### src/rtl/pipe_stage_reg.sv
// ---------------------------------------------------------------------------
// pipe_stage_reg
//   Parametrised, handshaked pipeline-stage register for the SQED RISC-V core.
//   Carries an opaque data bus, a control bus and the QED valid tag between
//   two pipeline stages. The stage holds a main entry, which drives the
//   outputs, and a skid entry. The skid entry absorbs one instruction while
//   downstream stalls, so in_ready can be a plain register.
//
// Parameters
//   DATA_W      width of the data payload
//   CTRL_W      width of the control payload
//   CTRL_BUBBLE control value presented whenever out_valid=0
//   CNT_W       width of the saturating stall-cycle counter
//
// Ports
//   clk         clock, rising-edge active
//   reset       synchronous, active-high reset (overrides flush and traffic)
//   in_valid    upstream holds a valid instruction
//   in_ready    stage can accept; registered (equals !skid valid)
//   in_data     data payload
//   in_ctrl     control payload
//   in_qed_vld  QED valid tag of the incoming instruction
//   flush       squash both held entries; the next cycle shows a bubble
//   out_valid   main entry holds a valid instruction
//   out_ready   downstream accepts this cycle
//   out_data    data of the main entry (holds last value when empty)
//   out_ctrl    control of the main entry, CTRL_BUBBLE when empty
//   out_qed_vld QED tag of the main entry, 0 when empty
//   stall_cnt   cycles with out_valid=1 and out_ready=0, saturating
// ---------------------------------------------------------------------------
module pipe_stage_reg #(
  parameter int unsigned        DATA_W      = 96,
  parameter int unsigned        CTRL_W      = 11,
  parameter logic [CTRL_W-1:0]  CTRL_BUBBLE = {CTRL_W{1'b0}},
  parameter int unsigned        CNT_W       = 16
) (
  input  logic              clk,
  input  logic              reset,
  input  logic              in_valid,
  output logic              in_ready,
  input  logic [DATA_W-1:0] in_data,
  input  logic [CTRL_W-1:0] in_ctrl,
  input  logic              in_qed_vld,
  input  logic              flush,
  output logic              out_valid,
  input  logic              out_ready,
  output logic [DATA_W-1:0] out_data,
  output logic [CTRL_W-1:0] out_ctrl,
  output logic              out_qed_vld,
  output logic [CNT_W-1:0]  stall_cnt
);

  localparam logic [CNT_W-1:0] CNT_MAX = {CNT_W{1'b1}};
  localparam logic [CNT_W-1:0] CNT_ONE = {{(CNT_W-1){1'b0}}, 1'b1};

  // Saturating increment: sticks at all-ones instead of wrapping.
  function automatic logic [CNT_W-1:0] sat_inc(input logic [CNT_W-1:0] value);
    logic [CNT_W-1:0] result;
    if (value == CNT_MAX) begin
      result = value;
    end else begin
      result = value + CNT_ONE;
    end
    return result;
  endfunction

  // Main entry state. The ctrl and qed registers are kept at their bubble
  // values whenever the valid bit is clear, so the outputs can be driven
  // straight from flops.
  logic              main_valid_r;
  logic [DATA_W-1:0] main_data_r;
  logic [CTRL_W-1:0] main_ctrl_r;
  logic              main_qed_r;

  // Skid entry state.
  logic              skid_valid_r;
  logic [DATA_W-1:0] skid_data_r;
  logic [CTRL_W-1:0] skid_ctrl_r;
  logic              skid_qed_r;

  logic              in_ready_r;
  logic [CNT_W-1:0]  stall_cnt_r;

  // Next-state values.
  logic              main_valid_s;
  logic [DATA_W-1:0] main_data_s;
  logic [CTRL_W-1:0] main_ctrl_s;
  logic              main_qed_s;
  logic              skid_valid_s;
  logic [DATA_W-1:0] skid_data_s;
  logic [CTRL_W-1:0] skid_ctrl_s;
  logic              skid_qed_s;
  logic              in_ready_s;
  logic [CNT_W-1:0]  stall_cnt_s;

  logic              in_fire_s;
  logic              out_fire_s;
  logic              main_free_s;

  // Handshake decode.
  always_comb begin
    in_fire_s   = in_valid & in_ready_r;
    out_fire_s  = main_valid_r & out_ready;
    // Main can take a new entry when empty or when its content leaves now.
    main_free_s = ~main_valid_r | out_fire_s;
  end

  // Entry movement between input, skid and main, including flush squash.
  always_comb begin
    main_valid_s = main_valid_r;
    main_data_s  = main_data_r;
    main_ctrl_s  = main_ctrl_r;
    main_qed_s   = main_qed_r;
    skid_valid_s = skid_valid_r;
    skid_data_s  = skid_data_r;
    skid_ctrl_s  = skid_ctrl_r;
    skid_qed_s   = skid_qed_r;

    if (flush) begin
      // Squash both entries; any in_fire this cycle is dropped. Data keeps
      // its stale value since it is don't-care while out_valid=0.
      main_valid_s = 1'b0;
      main_ctrl_s  = CTRL_BUBBLE;
      main_qed_s   = 1'b0;
      skid_valid_s = 1'b0;
      skid_ctrl_s  = CTRL_BUBBLE;
      skid_qed_s   = 1'b0;
    end else if (main_free_s) begin
      if (skid_valid_r) begin
        // Skid is older than anything upstream; it moves first to keep
        // FIFO order. in_ready is 0 here, so no in_fire can collide.
        main_valid_s = 1'b1;
        main_data_s  = skid_data_r;
        main_ctrl_s  = skid_ctrl_r;
        main_qed_s   = skid_qed_r;
        skid_valid_s = 1'b0;
        skid_ctrl_s  = CTRL_BUBBLE;
        skid_qed_s   = 1'b0;
      end else if (in_fire_s) begin
        main_valid_s = 1'b1;
        main_data_s  = in_data;
        main_ctrl_s  = in_ctrl;
        main_qed_s   = in_qed_vld;
      end else begin
        main_valid_s = 1'b0;
        main_ctrl_s  = CTRL_BUBBLE;
        main_qed_s   = 1'b0;
      end
    end else begin
      // Main is holding against backpressure; an accepted input parks in
      // skid. in_ready=0 whenever skid is full, so skid is empty here.
      if (in_fire_s) begin
        skid_valid_s = 1'b1;
        skid_data_s  = in_data;
        skid_ctrl_s  = in_ctrl;
        skid_qed_s   = in_qed_vld;
      end else begin
        skid_valid_s = skid_valid_r;
      end
    end

    // Upstream ready only ever looks at our own next skid state.
    in_ready_s = ~skid_valid_s;
  end

  // Stall counter: counts visible backpressure cycles; flush does not clear.
  always_comb begin
    if (main_valid_r && !out_ready) begin
      stall_cnt_s = sat_inc(stall_cnt_r);
    end else begin
      stall_cnt_s = stall_cnt_r;
    end
  end

  // State registers with synchronous reset.
  always_ff @(posedge clk) begin
    if (reset) begin
      main_valid_r <= 1'b0;
      main_data_r  <= {DATA_W{1'b0}};
      main_ctrl_r  <= CTRL_BUBBLE;
      main_qed_r   <= 1'b0;
      skid_valid_r <= 1'b0;
      skid_data_r  <= {DATA_W{1'b0}};
      skid_ctrl_r  <= CTRL_BUBBLE;
      skid_qed_r   <= 1'b0;
      in_ready_r   <= 1'b1;
      stall_cnt_r  <= {CNT_W{1'b0}};
    end else begin
      main_valid_r <= main_valid_s;
      main_data_r  <= main_data_s;
      main_ctrl_r  <= main_ctrl_s;
      main_qed_r   <= main_qed_s;
      skid_valid_r <= skid_valid_s;
      skid_data_r  <= skid_data_s;
      skid_ctrl_r  <= skid_ctrl_s;
      skid_qed_r   <= skid_qed_s;
      in_ready_r   <= in_ready_s;
      stall_cnt_r  <= stall_cnt_s;
    end
  end

  // Outputs come straight from flops.
  always_comb begin
    in_ready    = in_ready_r;
    out_valid   = main_valid_r;
    out_data    = main_data_r;
    out_ctrl    = main_ctrl_r;
    out_qed_vld = main_qed_r;
    stall_cnt   = stall_cnt_r;
  end

endmodule

### config.mk
export PLATFORM = sky130hd
export DESIGN_NAME = pipe_stage_reg
export DESIGN_NICKNAME = d
export VERILOG_FILES = /design/src/rtl/pipe_stage_reg.sv
export SDC_FILE = /design/constraint.sdc
export NUM_CORES = 1
export LEC_CHECK = 0
export ABC_AREA = 1
export CAP_MARGIN = 0
export CORE_ASPECT_RATIO = 0.8
export CORE_MARGIN = 4
export CORE_UTILIZATION = 45
export CTS_BUF_LIST = sky130_fd_sc_hd__clkbuf_2 sky130_fd_sc_hd__clkbuf_4 sky130_fd_sc_hd__clkbuf_8
export DETAILED_ROUTE_END_ITERATION = 7
export PLACE_DENSITY_LB_ADDON = 0.15
export SYNTH_ARGS = -nofsm -noshare
export SYNTH_HDL_FRONTEND = slang
export SYNTH_SLANG_ARGS = --single-unit
### constraint.sdc
create_clock -name clk -period 1.3 [get_ports clk]
set_input_delay 0.195 -clock clk [delete_from_list [all_inputs] [get_ports clk]]
set_output_delay 0.195 -clock clk [all_outputs]
set_load 0.1 [all_outputs]
# == Word level (Yosys, flattened, before mapping) ==
# Cells that the tools add are included.
# totals
mem_bits_ro,0
latchBits,0
out_inout_bits,126
memories,0
reg_bits,235
wordCells,47
mem_bits_rw,0
inputBits,113
# op_classes
n_bitwise,8
n_reduce_logical,9
n_lt_le_gt_ge,0
n_shift,0
n_addsub,1
div_mod_pow,0
n_eq_ne,2
muxes,17
mul,0
# ops
op,n
96-bit two-way mux,2
11-bit two-way mux,5
16-bit by 1-bit adder with 16-bit output (second input constant),1
16-bit equality test (second input constant),1
1-bit two-way mux,10
3-bit AND reduction,2
1-bit inverter,5
2-bit AND reduction,2
2-bit nonzero test,2
1-bit AND,2
2-bit != test (second input constant),1
2-bit OR reduction,1
1-bit logical AND,1
1-bit logical NOT,1
1-bit OR,1

# == Depth between registers and ports, before layout ==
# depth
depth_word,5
ltp_mapped,9
mapped_depth_nobuf,9

# == Least setup slack after synthesis ==
# No wires, ideal clock.
# synth_timing
kind,reg-to-reg
from,register stall_cnt_r[0] (netlist: stall_cnt[0])
to,register stall_cnt_r[15] (netlist: stall_cnt[15])
synth_period_minus_slack_ps,2213
t_arrival_ps,2094
n_path_buf,1
required_ps,1181
setup_time_ps,119
path_stages_with_launch,8
path_slack_ps,-913
path_cell_list,dfxtp_1 -> ha_1 -> inv_1 -> nor2_1 -> nand4_2 -> buf_2 -> a21oi_1 -> nor2_1
# synth_between
elab_chain_len,3
elab_cells_between_ends,4
cone_classes,add/sub: 1; eq/ne: 1; bitwise: 1; reduce/logical: 1
# synth_rtl
element,line,rtl
"start, declared",82,logic [CNT_W-1:0] stall_cnt_r;
"start signal, assigned",187,stall_cnt_r <= {CNT_W{1'b0}};
"start signal, assigned",198,stall_cnt_r <= stall_cnt_s;
"parallel branches: the longest is 3 deep, another holds 16-bit by 1-bit adder with 16-bit output",n/a,
# Parallel ways; which one is timed is not known.
# A chain may end at the register's enable or synchronous reset.

# == Worst setup path after layout ==
# layout_timing
from,register main_valid_r (netlist: out_valid)
to,register skid_data_r[29]
# layout_between
elab_chain_len,4
elab_cells_between_ends,5
cone_classes,bitwise: 4; reduce/logical: 1
# layout_rtl
element,line,rtl
"start, declared",70,logic main_valid_r;
"start signal, assigned",189,main_valid_r <= main_valid_s;
1-bit AND or 1-bit inverter (tied branches),"103, 105",
1-bit OR *,105,main_free_s = ~main_valid_r | out_fire_s;
1-bit inverter (no source line) *,n/a,
3-bit AND reduction (no source line) *,n/a,
"end signal, assigned",183,skid_data_r <= {DATA_W{1'b0}};
"end signal, assigned",194,skid_data_r <= skid_data_s;
"end, declared",77,logic [DATA_W-1:0] skid_data_r;
# Mark *: on every way between the ends. The rest lies on a longest branch, timed or not.

==> report_table.html <==
<table>
<tr><th>Metric</th><th>Value</th></tr>
<tr><th colspan="2">Critical path</th></tr>
<tr><td>Path depth of the worst reg2reg path</td><td>9</td></tr>
<tr><td>Kind of critical path</td><td>flip-flop to flip-flop</td></tr>
<tr><td>Data arrival time of the critical path</td><td>1.98 ns</td></tr>
<tr><td>Crit path depth</td><td>9</td></tr>
<tr><td>Critical path, cell by cell</td><td>nand2_4 &gt; buf_6 &gt; nor3_4 &gt; buf_6 &gt; buf_12 &gt; buf_12 &gt; clkbuf_16 &gt; o21ai_1 &gt; nor2_1</td></tr>
<tr><td>Critical Path Sink Type</td><td>flip-flop</td></tr>
<tr><td>Start of the worst register-to-register path</td><td>out_valid</td></tr>
<tr><td>Buffers and inverters on the worst path</td><td>5</td></tr>
<tr><td>Crit Reg-Reg Endpoint</td><td>skid_data_r[29]</td></tr>
<tr><td>Nature of the critical path startpoint</td><td>flip-flop</td></tr>
<tr><td>Maximum fanout encountered on the critical timing path</td><td>6</td></tr>
<tr><td>Delay of the slowest cell on the worst path</td><td>0.36 ns</td></tr>
<tr><td>Internal reg-to-reg setup slack</td><td>-0.23 ns</td></tr>
<tr><td>Category of cells accounting for the largest share of critical-path delay</td><td>buffers and inverters</td></tr>
<tr><td>Critical Path Slowest Stage Cell</td><td>sky130_fd_sc_hd__dfxtp_4</td></tr>
<tr><td>Worst path required time</td><td>1.75 ns</td></tr>
<tr><th colspan="2">Die</th></tr>
<tr><td>Initial standard-cell utilization of the core</td><td>46.0%</td></tr>
<tr><td>Area of the core region</td><td>20800 um^2</td></tr>
<tr><td>Total die area</td><td>23700 um^2</td></tr>
<tr><td>Die X</td><td>171 um</td></tr>
<tr><td>Io pins</td><td>239</td></tr>
<tr><td># rows</td><td>47</td></tr>
<tr><td>Chip Height</td><td>139 um</td></tr>
<tr><th colspan="2">Synth</th></tr>
<tr><td>Unique cell type count in the Yosys netlist</td><td>21</td></tr>
<tr><td>Post-Synthesis Cell Area</td><td>9580 um^2</td></tr>
<tr><td>Average footprint of a synthesized cell</td><td>6.90 um^2</td></tr>
<tr><td>Cell count after synthesis</td><td>1389</td></tr>
<tr><td>Number of synthesis warnings</td><td>0</td></tr>
<tr><td>FF+latch count, synth</td><td>235</td></tr>
<tr><td>Net count after synthesis</td><td>1503</td></tr>
<tr><td>Portion of the post-synthesis area used by sequential elements</td><td>49.1%</td></tr>
<tr><th colspan="2">Pwr</th></tr>
<tr><td>Ratio of total power to cell area</td><td>1130 nW/um^2</td></tr>
<tr><td>Worst voltage drop across the vdd grid</td><td>0.727 mV</td></tr>
<tr><td>Overall power of the completed layout</td><td>18.5 mW</td></tr>
<tr><td>Static leakage</td><td>7.02 nW</td></tr>
<tr><th colspan="2">Route</th></tr>
<tr><td>Detail-routed via count per cell</td><td>5.28</td></tr>
<tr><td>Post-route DRC</td><td>0</td></tr>
<tr><td>Post-route ant nets</td><td>0</td></tr>
<tr><td>Routed length per placed instance</td><td>16.8 um</td></tr>
<tr><td>Starting DRT DRC Count</td><td>921</td></tr>
<tr><td>Via total after detailed routing</td><td>10500</td></tr>
<tr><td>Final wirelength</td><td>33.3 mm</td></tr>
<tr><td>First drt pass iteration count</td><td>5</td></tr>
<tr><th colspan="2">CTS</th></tr>
<tr><td>Clock network latency to the later pin of the worst-skew pair</td><td>0.52 ns</td></tr>
<tr><td>H-tree levels</td><td>2</td></tr>
<tr><td>Number of sinks driven by the clock tree</td><td>235</td></tr>
<tr><td>Clock tree from TritonCTS</td><td>done</td></tr>
<tr><td>Root buf cell</td><td>sky130_fd_sc_hd__clkbuf_8</td></tr>
<tr><td>Maximum clock path buffer count</td><td>3</td></tr>
<tr><td>Number of CTS-inserted buffers</td><td>39</td></tr>
<tr><td>CTS clk-pin slew, worst paths</td><td>0.06 ns</td></tr>
<tr><th colspan="2">STA</th></tr>
<tr><td>Number of max-slew violations in the final report</td><td>0</td></tr>
<tr><td>Worst relative slew slack</td><td>74.9%</td></tr>
<tr><td>Final setup violation count</td><td>283</td></tr>
<tr><td>Worst clock skew</td><td>0.0183 ns</td></tr>
<tr><td>Time the final worst path needs with I/O delays and setup</td><td>1.53 ns</td></tr>
<tr><td>Unrepaired setup endpoints after global routing</td><td>yes</td></tr>
<tr><td>Final Hold Violating Endpoints</td><td>0</td></tr>
<tr><td>Worst-case setup margin in the final layout</td><td>-0.229 ns</td></tr>
<tr><td>Max frequency</td><td>654 MHz</td></tr>
<tr><td>Slew @ Worst Pin</td><td>0.372 ns</td></tr>
<tr><td>Final Cycle Share</td><td>118%</td></tr>
<tr><th colspan="2">Outcome</th></tr>
<tr><td>Result of the run</td><td>complete, but fails checks</td></tr>
<tr><td>Violations in the final reports</td><td>setup timing</td></tr>
<tr><th colspan="2">Worst hold path</th></tr>
<tr><td>Hold Path Stages</td><td>3</td></tr>
<tr><td>Worst min-delay path class</td><td>input pin to flip-flop</td></tr>
<tr><td>Worst-case hold path end point</td><td>skid_data_r[93]</td></tr>
<tr><td>Source of the worst hold timing path</td><td>in_data[93]</td></tr>
<tr><th colspan="2">Global routing</th></tr>
<tr><td>Pin count of the biggest net entering global routing</td><td>73</td></tr>
<tr><td>Total routing resource utilization after global routing</td><td>24.8%</td></tr>
<tr><td>Wire length of the first global-routing pass</td><td>49.1 mm</td></tr>
<tr><td>Via count of the first global-routing pass</td><td>9647</td></tr>
<tr><td>Overflow left after global routing</td><td>0</td></tr>
<tr><td>Number of antenna violations at the first check in global routing</td><td>2</td></tr>
<tr><th colspan="2">Finish</th></tr>
<tr><td>Nets</td><td>1807</td></tr>
<tr><td>Share of final-layout standard cells stronger than drive strength 1</td><td>32.4%</td></tr>
<tr><td>Synth-to-Final Area Change</td><td>71.6%</td></tr>
<tr><td>Most common cell after layout, fill and taps aside</td><td>sky130_fd_sc_hd__nand2_1</td></tr>
<tr><td>Core occupancy in the finished layout</td><td>79.0%</td></tr>
<tr><td>Commonest non-fill, non-tap cells in the layout</td><td>sky130_fd_sc_hd__nand2_1, sky130_fd_sc_hd__nor2_1, sky130_fd_sc_hd__dfxtp_1, sky130_fd_sc_hd__o21ai_0, sky130_fd_sc_hd__buf_12</td></tr>
<tr><th colspan="2">Place</th></tr>
<tr><td>Detail Placement HPWL</td><td>18.6 mm</td></tr>
<tr><td>Final weighted congestion in routability-driven placement</td><td>0.822</td></tr>
<tr><td>Count of buffers from port buffering</td><td>238</td></tr>
<tr><th colspan="2">Run</th></tr>
<tr><td>Maximum capacitance violations</td><td>0</td></tr>
</table>
-- metal layers --
| layer | wire length, um | track usage, % |
|---|---|---|
| met2 | 15600 | 39.2 |
| met1 | 14000 | 34.4 |
| met3 | 2700 | 4.74 |
| met5 | 8 | 0 |
| met4 | 1040 | 7.67 |
-- cell type report --
class	count	area (um^2)
sequential	235	4780
multi-input combinational	1000	5020
antenna	1	2.50
clock inverter	5	31.3
tap	269	337
clock buffer	60	751
timing repair buffer	357	5260
fill	1379	4380
inverter	60	258
-- worst max-delay path by stage --
stage | slack, ns | endpoint | startpoint
3_5_place_dp | -0.65 | out_data[58] | in_valid
2_1_floorplan | -0.32 | out_data[15] | in_ready
6_report | -0.23 | skid_data_r[29] | out_valid
4_1_cts | -0.12 | skid_data_r[63] | out_valid
5_1_grt | -0.27 | out_data[26] | in_ready
3_3_place_gp | -0.59 | out_data[43] | in_valid
-- worst register-to-register path, cell delays in order (launching register included) --
cell	delay (ns)
sky130_fd_sc_hd__dfxtp_4	0.36
sky130_fd_sc_hd__nand2_4	0.06
sky130_fd_sc_hd__buf_6	0.12
sky130_fd_sc_hd__nor3_4	0.16
sky130_fd_sc_hd__buf_6	0.14
sky130_fd_sc_hd__buf_12	0.15
sky130_fd_sc_hd__buf_12	0.13
sky130_fd_sc_hd__clkbuf_16	0.14
sky130_fd_sc_hd__o21ai_1	0.06
sky130_fd_sc_hd__nor2_1	0.15
-- sequential cells by signal, summed over array words and instances (netlist names), 11 cells and up --
register,flops
out_data,96
skid_ctrl_r,11
skid_data_r,96
out_ctrl,11
stall_cnt,16
-- power by group --
part	internal, mW	switching [mW]	leakage (nW)	total [mW]
registers	7.44	0.289	1.93	7.73
logic	1.61	2.59	4.67	4.20
clock network	3.66	2.95	0.417	6.61
total	12.7	5.83	7.02	18.5
-- synth_stat cells (all sizes together) --
cell type  count  area, um^2
nor2         358        1350
clkinv         1        3.75
ha             1        12.5
clkbuf        60         225
o21ai        266        1330
nand4          1        12.5
dfxtp        235        4700
nor3           3        37.5
inv           59         221
o211ai         4        30.0
a21oi         56         280
nand2        288        1090
nand3         23         115
buf           34         175
-- cell families after synthesis --
| group | share of synthesized area (%) |
|---|---|
| adders and majority gates | 0.131 |
| AOI/OAI and AO/OA | 17.1 |
| DFF | 49.1 |
| and+or+nand+nor | 27.1 |
| buffers and inverters | 6.53 |
-- what timing repair did --
action | in CTS | in global routing
pin swaps | 11 | 33
buffers inserted | 25 | 10
hold endpoints to repair | 0 | 0
hold buffers | 0 | 0
gates resized for setup | 114 | 168
setup endpoints to repair | 288 | 355
cloned | 6 | 12
-- per-stage QoR --
step,setup TNS (ns),setup WS [ns],cells,cell area [um^2],hold WS (ns)
after floorplan,-51.72,-0.320,1389,10100,0.330
after global placement,-102.60,-0.594,1872,14200,0.460
after detailed placement,-107.32,-0.650,1872,14200,0.466
after CTS,-20.38,-0.122,1964,15600,0.224
after global routing,-49.99,-0.273,1987,16400,0.247
final,-29.33,-0.229,1987,16400,0.245
No activity file was read; power rests on OpenSTA's default activity.
